File: src/rtl/mem_wr_buffer_if.sv
// Core-side store port, forwarding lookup and external data-memory bus of the store write buffer.
// The buffer binds to the slave modport; whatever drives stores and the bus binds to master.
interface mem_wr_buffer_if #(
    parameter int DEPTH = 4,
    parameter int AW    = 32,
    parameter int DW    = 32
);
    logic                     i_wr_valid;
    logic [AW-1:0]            i_wr_addr;
    logic [DW-1:0]            i_wr_data;
    logic                     o_wr_ready;
    logic [AW-1:0]            i_rd_addr;
    logic                     o_fwd_hit;
    logic [DW-1:0]            o_fwd_data;
    logic                     o_bus_valid;
    logic [AW-1:0]            o_bus_addr;
    logic [DW-1:0]            o_bus_data;
    logic                     i_bus_ack;
    logic [$clog2(DEPTH):0]   o_count;
    logic                     o_timeout;

    modport slave (
        input  i_wr_valid, i_wr_addr, i_wr_data, i_rd_addr, i_bus_ack,
        output o_wr_ready, o_fwd_hit, o_fwd_data, o_bus_valid, o_bus_addr, o_bus_data,
        output o_count, o_timeout
    );

    modport master (
        output i_wr_valid, i_wr_addr, i_wr_data, i_rd_addr, i_bus_ack,
        input  o_wr_ready, o_fwd_hit, o_fwd_data, o_bus_valid, o_bus_addr, o_bus_data,
        input  o_count, o_timeout
    );
endinterface

File: src/rtl/mem_wr_buffer.sv
// Store write buffer: in-order FIFO of stores drained over a valid/ack bus, with
// store-to-load forwarding from occupied entries and a sticky bus-ack timeout flag.
module mem_wr_buffer #(
    parameter int DEPTH   = 4,
    parameter int AW      = 32,
    parameter int DW      = 32,
    parameter int TIMEOUT = 255
) (
    input  logic           i_clk,
    input  logic           i_reset_n,
    mem_wr_buffer_if.slave bus
);
    localparam int PW = $clog2(DEPTH);
    localparam int CW = PW + 1;
    localparam int TW = (TIMEOUT > 0) ? $clog2(TIMEOUT + 1) : 1;

    localparam logic [0:0] ST_IDLE = 1'b0;
    localparam logic [0:0] ST_BUSY = 1'b1;

    logic [AW-1:0] mem_addr_q [DEPTH];
    logic [DW-1:0] mem_data_q [DEPTH];

    logic [PW-1:0] wr_ptr_q, wr_ptr_d;
    logic [PW-1:0] rd_ptr_q, rd_ptr_d;
    logic [CW-1:0] count_q, count_d;
    logic [0:0]    state_q, state_d;
    logic          bus_valid_q, bus_valid_d;
    logic [AW-1:0] bus_addr_q, bus_addr_d;
    logic [DW-1:0] bus_data_q, bus_data_d;
    logic [TW-1:0] wait_cnt_q, wait_cnt_d;
    logic          timeout_q, timeout_d;

    logic wr_ready;
    logic push;
    logic pop;

    // Readiness depends only on registered occupancy, so the ack never reaches the core.
    assign wr_ready = (count_q != CW'(DEPTH));
    assign push     = bus.i_wr_valid && wr_ready;

    always_comb begin
        state_d     = state_q;
        bus_valid_d = bus_valid_q;
        bus_addr_d  = bus_addr_q;
        bus_data_d  = bus_data_q;
        wait_cnt_d  = wait_cnt_q;
        timeout_d   = timeout_q;
        pop         = 1'b0;
        case (state_q)
            ST_IDLE: begin
                if (count_q != '0) begin
                    state_d     = ST_BUSY;
                    bus_valid_d = 1'b1;
                    bus_addr_d  = mem_addr_q[rd_ptr_q];
                    bus_data_d  = mem_data_q[rd_ptr_q];
                    wait_cnt_d  = '0;
                end
            end
            ST_BUSY: begin
                if (bus.i_bus_ack) begin
                    pop         = 1'b1;
                    bus_valid_d = 1'b0;
                    state_d     = ST_IDLE;
                end else begin
                    if (wait_cnt_q != {TW{1'b1}}) begin
                        wait_cnt_d = wait_cnt_q + TW'(1);
                    end
                    if ((TIMEOUT != 0) && (wait_cnt_d == TW'(TIMEOUT))) begin
                        timeout_d = 1'b1;
                    end
                end
            end
            default: state_d = ST_IDLE;
        endcase
    end

    always_comb begin
        wr_ptr_d = wr_ptr_q + (push ? PW'(1) : PW'(0));
        rd_ptr_d = rd_ptr_q + (pop  ? PW'(1) : PW'(0));
        count_d  = count_q;
        if (push && !pop) begin
            count_d = count_q + CW'(1);
        end else if (pop && !push) begin
            count_d = count_q - CW'(1);
        end
    end

    always_ff @(posedge i_clk) begin
        if (!i_reset_n) begin
            wr_ptr_q    <= '0;
            rd_ptr_q    <= '0;
            count_q     <= '0;
            state_q     <= ST_IDLE;
            bus_valid_q <= 1'b0;
            bus_addr_q  <= '0;
            bus_data_q  <= '0;
            wait_cnt_q  <= '0;
            timeout_q   <= 1'b0;
        end else begin
            wr_ptr_q    <= wr_ptr_d;
            rd_ptr_q    <= rd_ptr_d;
            count_q     <= count_d;
            state_q     <= state_d;
            bus_valid_q <= bus_valid_d;
            bus_addr_q  <= bus_addr_d;
            bus_data_q  <= bus_data_d;
            wait_cnt_q  <= wait_cnt_d;
            timeout_q   <= timeout_d;
        end
    end

    // Entry storage needs no reset: occupancy alone decides which slots are live.
    always_ff @(posedge i_clk) begin
        if (push) begin
            mem_addr_q[wr_ptr_q] <= bus.i_wr_addr;
            mem_data_q[wr_ptr_q] <= bus.i_wr_data;
        end
    end

    // Slot gi holds the gi-th oldest live entry; a later (younger) match overrides an older one.
    logic [PW-1:0]    age_idx [DEPTH];
    logic [DEPTH-1:0] age_match;

    for (genvar gi = 0; gi < DEPTH; gi++) begin : g_age
        assign age_idx[gi]   = rd_ptr_q + PW'(gi);
        assign age_match[gi] = (CW'(gi) < count_q) &&
                               (mem_addr_q[age_idx[gi]] == bus.i_rd_addr);
    end

    logic          fwd_hit;
    logic [DW-1:0] fwd_data;

    always_comb begin
        fwd_hit  = 1'b0;
        fwd_data = '0;
        for (int i = 0; i < DEPTH; i++) begin
            if (age_match[i]) begin
                fwd_hit  = 1'b1;
                fwd_data = mem_data_q[age_idx[i]];
            end
        end
    end

    assign bus.o_wr_ready  = wr_ready;
    assign bus.o_fwd_hit   = fwd_hit;
    assign bus.o_fwd_data  = fwd_data;
    assign bus.o_bus_valid = bus_valid_q;
    assign bus.o_bus_addr  = bus_addr_q;
    assign bus.o_bus_data  = bus_data_q;
    assign bus.o_count     = count_q;
    assign bus.o_timeout   = timeout_q;
endmodule
File: src/flat_wrapper.sv
// flat-port wrapper written by rule: the top's interface ports become plain ports
module mem_wr_buffer_flat 
#(
    parameter int DEPTH   = 4,
    parameter int AW      = 32,
    parameter int DW      = 32,
    parameter int TIMEOUT = 255
)
  (i_clk, i_reset_n, bus_i_wr_valid, bus_i_wr_addr, bus_i_wr_data, bus_i_rd_addr, bus_i_bus_ack, bus_o_wr_ready, bus_o_fwd_hit, bus_o_fwd_data, bus_o_bus_valid, bus_o_bus_addr, bus_o_bus_data, bus_o_count, bus_o_timeout);
  mem_wr_buffer_if #(.DEPTH(DEPTH), .AW(AW), .DW(DW)) bus_i ();
  input  logic i_clk;
  input  logic i_reset_n;
  input wire logic [$bits(bus_i.i_wr_valid)-1:0] bus_i_wr_valid;
  input wire logic [$bits(bus_i.i_wr_addr)-1:0] bus_i_wr_addr;
  input wire logic [$bits(bus_i.i_wr_data)-1:0] bus_i_wr_data;
  input wire logic [$bits(bus_i.i_rd_addr)-1:0] bus_i_rd_addr;
  input wire logic [$bits(bus_i.i_bus_ack)-1:0] bus_i_bus_ack;
  output wire logic [$bits(bus_i.o_wr_ready)-1:0] bus_o_wr_ready;
  output wire logic [$bits(bus_i.o_fwd_hit)-1:0] bus_o_fwd_hit;
  output wire logic [$bits(bus_i.o_fwd_data)-1:0] bus_o_fwd_data;
  output wire logic [$bits(bus_i.o_bus_valid)-1:0] bus_o_bus_valid;
  output wire logic [$bits(bus_i.o_bus_addr)-1:0] bus_o_bus_addr;
  output wire logic [$bits(bus_i.o_bus_data)-1:0] bus_o_bus_data;
  output wire logic [$bits(bus_i.o_count)-1:0] bus_o_count;
  output wire logic [$bits(bus_i.o_timeout)-1:0] bus_o_timeout;
  assign bus_i.i_wr_valid = bus_i_wr_valid;
  assign bus_i.i_wr_addr = bus_i_wr_addr;
  assign bus_i.i_wr_data = bus_i_wr_data;
  assign bus_i.i_rd_addr = bus_i_rd_addr;
  assign bus_i.i_bus_ack = bus_i_bus_ack;
  assign bus_o_wr_ready = bus_i.o_wr_ready;
  assign bus_o_fwd_hit = bus_i.o_fwd_hit;
  assign bus_o_fwd_data = bus_i.o_fwd_data;
  assign bus_o_bus_valid = bus_i.o_bus_valid;
  assign bus_o_bus_addr = bus_i.o_bus_addr;
  assign bus_o_bus_data = bus_i.o_bus_data;
  assign bus_o_count = bus_i.o_count;
  assign bus_o_timeout = bus_i.o_timeout;
  mem_wr_buffer #(.DEPTH(DEPTH), .AW(AW), .DW(DW), .TIMEOUT(TIMEOUT)) u_core (.i_clk(i_clk), .i_reset_n(i_reset_n), .bus(bus_i));
endmodule
File: config.mk
export PLATFORM = sky130hd
export DESIGN_NAME = mem_wr_buffer_flat
export DESIGN_NICKNAME = d
export VERILOG_FILES = /design/src/rtl/mem_wr_buffer_if.sv /design/src/rtl/mem_wr_buffer.sv /design/src/flat_wrapper.sv
export SDC_FILE = /design/constraint.sdc
export NUM_CORES = 1
export LEC_CHECK = 0
export ABC_AREA = 1
export ABC_CLOCK_PERIOD_IN_PS = 7700
export BUFFER_PORTS_ARGS = -buffer_cell sky130_fd_sc_hd__clkbuf_2
export CORE_MARGIN = 5
export CORE_UTILIZATION = 45
export CTS_CLUSTER_DIAMETER = 120
export CTS_CLUSTER_SIZE = 14
export DETAILED_ROUTE_END_ITERATION = 8
export GPL_ROUTABILITY_DRIVEN = 0
export PLACE_DENSITY = 0.7
export SLEW_MARGIN = 30
export SYNTH_ARGS = -nofsm -noshare
export SYNTH_HDL_FRONTEND = slang
export SYNTH_SLANG_ARGS = --single-unit
File: constraint.sdc
create_clock -name i_clk -period 7.7 [get_ports i_clk]
set_input_delay 0.77 -clock i_clk [delete_from_list [all_inputs] [get_ports i_clk]]
set_output_delay 0.77 -clock i_clk [all_outputs]
set_load 0.02 [all_outputs]
==> flow_summary.json, run 1 <==
{
  "outcome": "finished, final reports clean",
  "hold_path_class": "input port to register",
  "drv_cap": 0,
  "stdcell_count": 3542,
  "synth_nets": 2932,
  "finalSetupTns_ns": 0,
  "ios": 203,
  "ff2ff_path_depth": 5,
  "numCtsBuffers": 28,
  "start_util": 0.451,
  "synth.cell_area_mm2": 0.0204,
  "seqPwrFrac": 0.398,
  "ys_seq_area_frac": 0.458,
  "drive_gt1_frac": 0.0950,
  "wirelength_mm": 66.1,
  "first_global_vias": 18400,
  "num_rows": 78,
  "rsz0062_at_grt": "false",
  "grtUsageTotal": 0.256,
  "port_buffers": 202,
  "grt_pass1_wl_mm": 101,
  "first_pass_iters": 6,
  "avgViaCountPerCell": 5.61,
  "r2r_start": "u_core.rd_ptr_q[1]",
  "dp_hpwl_mm": 45.1,
  "cts_resized": 0,
  "drt_iter0_markers": 2410,
  "swShare": 0.415,
  "cp-end-kind": "output port",
  "cts.clk_slew.worst_paths_ns": 0.08,
  "maxSlewHeadroom": 0.301,
  "grt_antenna_before_repair": 8,
  "cts_tree": "built",
  "gr-total-overflow": 0,
  "clk_latency_ns": 0.61,
  "setup.worst_path.start": "u_core.rd_ptr_q[0]",
  "cts_buffer_depth": 3,
  "root_buffer": "clkbuf_16",
  "crit_type": "register to output port",
  "dieArea_mm2": 0.0496,
  "area_growth_pct": 10.1,
  "ys_seq_elements": 338,
  "yosys.cell_types.count": 34,
  "die_x_um": 223,
  "fmax_mhz": 156,
  "setup_viol": 0,
  "cts_sinks": 338,
  "dp.cells": 3486,
  "wl_per_cell_um": 18.7,
  "syn_area_per_cell_um2": 7.21,
  "p_leak_nw": 10.0,
  "core_area_mm2": 0.0451,
  "die_y_um": 223,
  "min_from": "bus_i_wr_addr[5]",
  "num_vias": 19900,
  "detail-route-antenna-nets": 0,
  "period_share": 0.832,
  "drc": 0,
  "cellPowerDensity_mw_per_mm2": 273,
  "power_switching_w": 0.00255,
  "holdPathStages": 1,
  "p_clk_frac": 0.224,
  "crit_arrival_ns": 5.64,
  "htree_levels": 1,
  "period_minus_slack_ns": 6.41,
  "yosysWarnings": 0,
  "drv_slew": 0,
  "nets": 3025,
  "ir_worst_vdd_mv": 0.248,
  "cp-start-kind": "register",
  "hold_violations": 0,
  "pwr-share-comb": 0.378,
  "hold_buffers": 0,
  "synthCells": 2824,
  "worst_ep_required_time_ns": 6.93,
  "p_int_w": 0.00358,
  "cts_setup_buffers": 0,
  "cp_max_fo": 119,
  "tightest_slew_ns": 1.04,
  "fin_skew_ns": 0.0445,
  "grt_max_degree": 201
}
-- worst max-delay path, stage by stage, from the launching register on --
cell,delay [ns]
dfxtp_4,0.86
inv_4,0.40
nand2_1,0.28
nand2_8,0.41
o21ai_0,0.36
xor2_1,0.17
nand3_1,0.19
nor2_2,0.17
buf_4,0.45
nand3_2,0.87
nand3_1,0.36
nand3_1,0.13
nand2_1,0.11
nand2_1,0.06
clkbuf_2,0.16
-- metrics by stage --
stage          hold slack, ns  utilization  total power [W]  worst slack, ns  area (um^2)
6_report                0.377        0.497          0.00613             1.29        22400
5_1_grt                 0.367        0.497          0.00651            0.954        22400
4_1_cts                 0.349        0.496          0.00612             1.40        22400
3_5_place_dp            0.467        0.478          0.00474             2.05        21600
3_3_place_gp            0.442        0.478          0.00469             2.17        21500
2_1_floorplan           0.459            -          0.00405             1.57        20400
-- kinds of logic (layout without fill, tap and decap cells) --
logic type / after synthesis / after routing / share of synthesized area
and+or+nand+nor: 1518 / 1518 / 0.304
AOI/OAI and AO/OA: 513 / 513 / 0.132
buffers and inverters: 415 / 529 / 0.0872
DFF: 338 / 338 / 0.458
xor gates and xnor gates: 32 / 32 / 0.0138
adders and majority gates: 8 / 8 / 0.00492
other: 0 / 4 / 0
-- metal layers --
layer | up-vias | share of wire | global-route usage
li1 | 9484 | - | -
met2 | 1006 | 0.47 | 0.431
met5 | - | 0.00082 | 0
met1 | 9211 | 0.40 | 0.334
met3 | 151 | 0.092 | 0.0431
met4 | 8 | 0.036 | 0.0891
-- final timing paths --
path	to	slack, ns
max	bus_o_fwd_data[6]	1.29
min	u_core.mem_addr_q[1][5]	0.38
max reg2reg	u_core.bus.o_bus_data[30]	4.69
min reg2reg	u_core.bus.o_timeout	0.47
-- cells in the final DEF, fill, tap and decap left out, types with 2 or more instances in the layout --
| cell type | count |
|---|---|
| or2_2 | 2 |
| buf_4 | 23 |
| o211ai_1 | 46 |
| clkbuf_2 | 202 |
| nor3_1 | 38 |
| o21ai_1 | 22 |
| nor2_1 | 106 |
| nor2_2 | 4 |
| nand4_1 | 6 |
| nand3_1 | 288 |
| diode_2 | 4 |
| nand2_1 | 1057 |
| nand3b_1 | 2 |
| inv_4 | 2 |
| o21ai_0 | 356 |
| inv_1 | 247 |
| edfxtp_1 | 256 |
| nor3_2 | 4 |
| buf_6 | 2 |
| clkbuf_16 | 28 |
| a21oi_1 | 83 |
| o22ai_1 | 3 |
| and2_1 | 4 |
| ha_1 | 8 |
| xor2_1 | 28 |
| xnor2_1 | 4 |
| dfxtp_1 | 80 |
| clkbuf_1 | 21 |
-- power groups by stage --
stage,combinational (W),sequential (W),clock [W]
2_1_floorplan,0.00142,0.00262,0
3_3_place_gp,0.00223,0.00246,0
3_5_place_dp,0.00227,0.00247,0
4_1_cts,0.00228,0.00244,0.00140
5_1_grt,0.00257,0.00247,0.00147
6_report,0.00232,0.00244,0.00137
-- area by class of cell --
| cell class | instances | area, um^2 |
|---|---|---|
| clock buffers | 49 | 779 |
| clock inverters | 2 | 46.3 |
| inverters | 249 | 940 |
| flip-flops and latches | 338 | 9330 |
| well taps | 600 | 751 |
| repair buffers | 229 | 1250 |
| fillers | 4364 | 22700 |
| diodes | 4 | 10.0 |
| multi-input cells | 2071 | 9310 |
-- cells in the mapped netlist --
cell	instances	share of area
buf_1	10	0.0018
ha_1	8	0.0049
edfxtp_1	256	0.38
nor3_1	42	0.010
o21ai_0	356	0.088
o21ai_1	22	0.0054
xnor2_1	4	0.0017
nand2_2	2	0.00061
inv_2	1	0.00018
nor2_1	107	0.020
o211ai_1	46	0.017
o22ai_1	3	0.00092
nand3b_1	2	0.00074
nand4_1	6	0.0018
nand3_1	288	0.071
a21oi_1	84	0.021
o21bai_1	1	0.00037
buf_6	11	0.0061
or2_0	1	0.00031
inv_4	1	0.00031
or2_2	2	0.00061
or2_1	1	0.00031
buf_4	17	0.0063
xor2_1	28	0.012
buf_2	54	0.013
clkbuf_1	74	0.014
nand3_2	1	0.00049
a31oi_1	1	0.00031
inv_1	247	0.046
nor2_2	4	0.0012
nand3b_2	1	0.00055
nand2_1	1057	0.19
dfxtp_1	82	0.081
and2_1	4	0.0012
-- sequential cells by signal, summed over array words and instances, names as in the netlist --
name	cells
u_core.mem_addr_q	128
u_core.mem_data_q	128
u_core.bus.o_count	3
u_core.bus.o_bus_data	32
u_core.state_q	1
u_core.wr_ptr_q	2
u_core.bus.o_timeout	1
u_core.bus.o_bus_addr	32
u_core.rd_ptr_q	2
u_core.bus.o_bus_valid	1
u_core.wait_cnt_q	8
No activity file was read; power rests on OpenSTA's default activity.
==> inputs of run 2 (changes only) <==
--- a/config.mk
+++ b/config.mk
@@ -6,7 +6,7 @@
 export NUM_CORES = 1
 export LEC_CHECK = 0
 export ABC_AREA = 1
-export ABC_CLOCK_PERIOD_IN_PS = 7700
+export ABC_CLOCK_PERIOD_IN_PS = 6100
 export BUFFER_PORTS_ARGS = -buffer_cell sky130_fd_sc_hd__clkbuf_2
 export CORE_MARGIN = 5
 export CORE_UTILIZATION = 45
==> constraint.sdc (replaced) <==
create_clock -name i_clk -period 6.1 [get_ports i_clk]
set_input_delay 0.61 -clock i_clk [delete_from_list [all_inputs] [get_ports i_clk]]
set_output_delay 0.61 -clock i_clk [all_outputs]
set_load 0.02 [all_outputs]
==> run 2 against run 1 <==
Sequential share of layout area about the same. Via count decreased by 0.73%. Cell area about the same. Largest power group unchanged.
==> flow_summary.json, run 2 (synthesis gave the netlist of run 1 again) <==
{
  "cts_sinks": 338,
  "drt_iter0_markers": 2203,
  "cp-end-kind": "output port",
  "cts_buffer_depth": 3,
  "placed_cell_area_mm2": 0.0215,
  "grt_antenna_before_repair": 8,
  "fillers": 4444,
  "fin_ws_ns": 0.531,
  "first_pass_iters": 6,
  "mostFrequentLayoutCell": "nand2_1",
  "core_area_mm2": 0.0451,
  "tightest_slew_ns": 0.973,
  "htree_levels": 1,
  "worst_ep_required_time_ns": 5.49,
  "hold_path_class": "input port to register",
  "holdPathStages": 1,
  "critical-path-max-stage-delay_ns": 0.78,
  "clk_latency_ns": 0.59,
  "ios": 203,
  "stdcell_area_mm2": 0.0224,
  "crit_type": "register to output port",
  "fmax_mhz": 180,
  "wl_per_cell_um": 18.4,
  "hold_violations": 0,
  "gr-total-overflow": 0,
  "use_met1": 0.339,
  "drc": 0,
  "cellPowerDensity_mw_per_mm2": 345,
  "cp_cell_sequence": "inv_4, nand2_1, nand2_8, o21ai_0, o21ai_0, nor2_1, nand4_1, nor2_1, nand3_1, nor2_4, buf_6, o211ai_1, nand2_1, clkbuf_2",
  "cp-start-kind": "register",
  "first_global_vias": 18500,
  "crit_arrival_ns": 4.96,
  "num_vias": 19700,
  "dp_hpwl_mm": 44.9,
  "outcome": "finished, final reports clean",
  "dpl_worst_slack_ns": 1.01,
  "ff2ff_path_depth": 6,
  "detail-route-antenna-nets": 0,
  "cpMaxStageDelayCell": "dfxtp_4",
  "cts_setup_buffers": 0,
  "drv_slew": 0,
  "grt_pass1_wl_mm": 102,
  "ir_worst_vdd_mv": 0.264,
  "period_minus_slack_ns": 5.57,
  "die_y_um": 223,
  "dieArea_mm2": 0.0496,
  "cts_tree": "built",
  "grtUsageTotal": 0.256,
  "port_buffers": 202,
  "wirelength_mm": 65.4,
  "period_share": 0.913,
  "finalSetupTns_ns": 0,
  "drive_gt1_frac": 0.0946,
  "nets": 3024,
  "area_growth_pct": 10.0,
  "num_rows": 78,
  "fin_skew_ns": 0.0161,
  "maxSlewHeadroom": 0.351,
  "drv_cap": 0,
  "grt_max_degree": 142,
  "cts.clk_slew.worst_paths_ns": 0.07,
  "p_leak_nw": 10.1,
  "rsz0062_at_grt": "false",
  "avgViaCountPerCell": 5.56,
  "gr-usage-met2": 0.414,
  "final_cell_mix": "nand2_1 (1057), o21ai_0 (356), nand3_1 (288)",
  "use_met3": 0.0494,
  "numCtsBuffers": 28,
  "die_x_um": 223,
  "top_regs": "u_core.mem_addr_q (128), u_core.mem_data_q (128)",
  "start_util": 0.451,
  "setup_viol": 0,
  "root_buffer": "clkbuf_16",
  "cp_max_fo": 119,
  "grt.busiest_layer": "met2"
}
[run 2: final cells by class]
class,count,area [um^2],share of cell area
diodes,7,17.5,0.000782
flip-flops and latches,338,9330,0.417
well taps,600,751,0.0335
clock inverters,2,32.5,0.00145
multi-input cells,2071,9320,0.416
inverters,249,940,0.0420
clock buffers,50,783,0.0350
repair buffers,228,1220,0.0546
[run 2: per-stage QoR]
stage                     hold WS [ns]  total power (W)   util  instances
after floorplan                  0.459          0.00511      -       2824
after global placement           0.441          0.00594  0.478       3486
after detailed placement         0.451          0.00602  0.478       3486
after CTS                        0.206          0.00774  0.496       3538
after global routing             0.221          0.00823  0.497       3544
final                            0.237          0.00773  0.497       3545
[run 2: worst max-delay path: cells and delay by family, from the launching register on]
kind	cells	cell delay (ns)
DFF	1	0.78
and+or+nand+nor	8	1.53
AOI/OAI and AO/OA	3	0.99
buffers and inverters	3	0.97
[run 2: power breakdown]
group | leakage, nW | internal (W) | switching (W) | total, W
clock | 0.385 | 0.000870 | 0.000843 | 0.00171
sequential | 3.03 | 0.00286 | 0.000233 | 0.00309
combinational | 6.64 | 0.000791 | 0.00214 | 0.00293
[run 2: routing by layer]
| metal | wire (um) | vias to the layer above |
|---|---|---|
| li1 | - | 9499 |
| met1 | 26300 | 9168 |
| met2 | 29900 | 897 |
| met3 | 6260 | 148 |
| met4 | 2810 | 4 |
| met5 | 33 | - |
[run 2: worst paths after layout]
path	startpoint	to	slack (ns)
worst max-delay path	u_core.rd_ptr_q[0]	bus_o_fwd_data[3]	0.53
worst min-delay path	bus_i_wr_data[4]	u_core.mem_data_q[1][4]	0.24
worst max register to register	u_core.rd_ptr_q[0]	u_core.bus.o_bus_data[29]	2.83
worst min register to register	u_core.bus.o_timeout	u_core.bus.o_timeout	0.46
[run 2: repair_timing]
item	CTS	global route
endpoints found under the setup margin	0	10
resized for setup	0	1
hold buffers	0	0
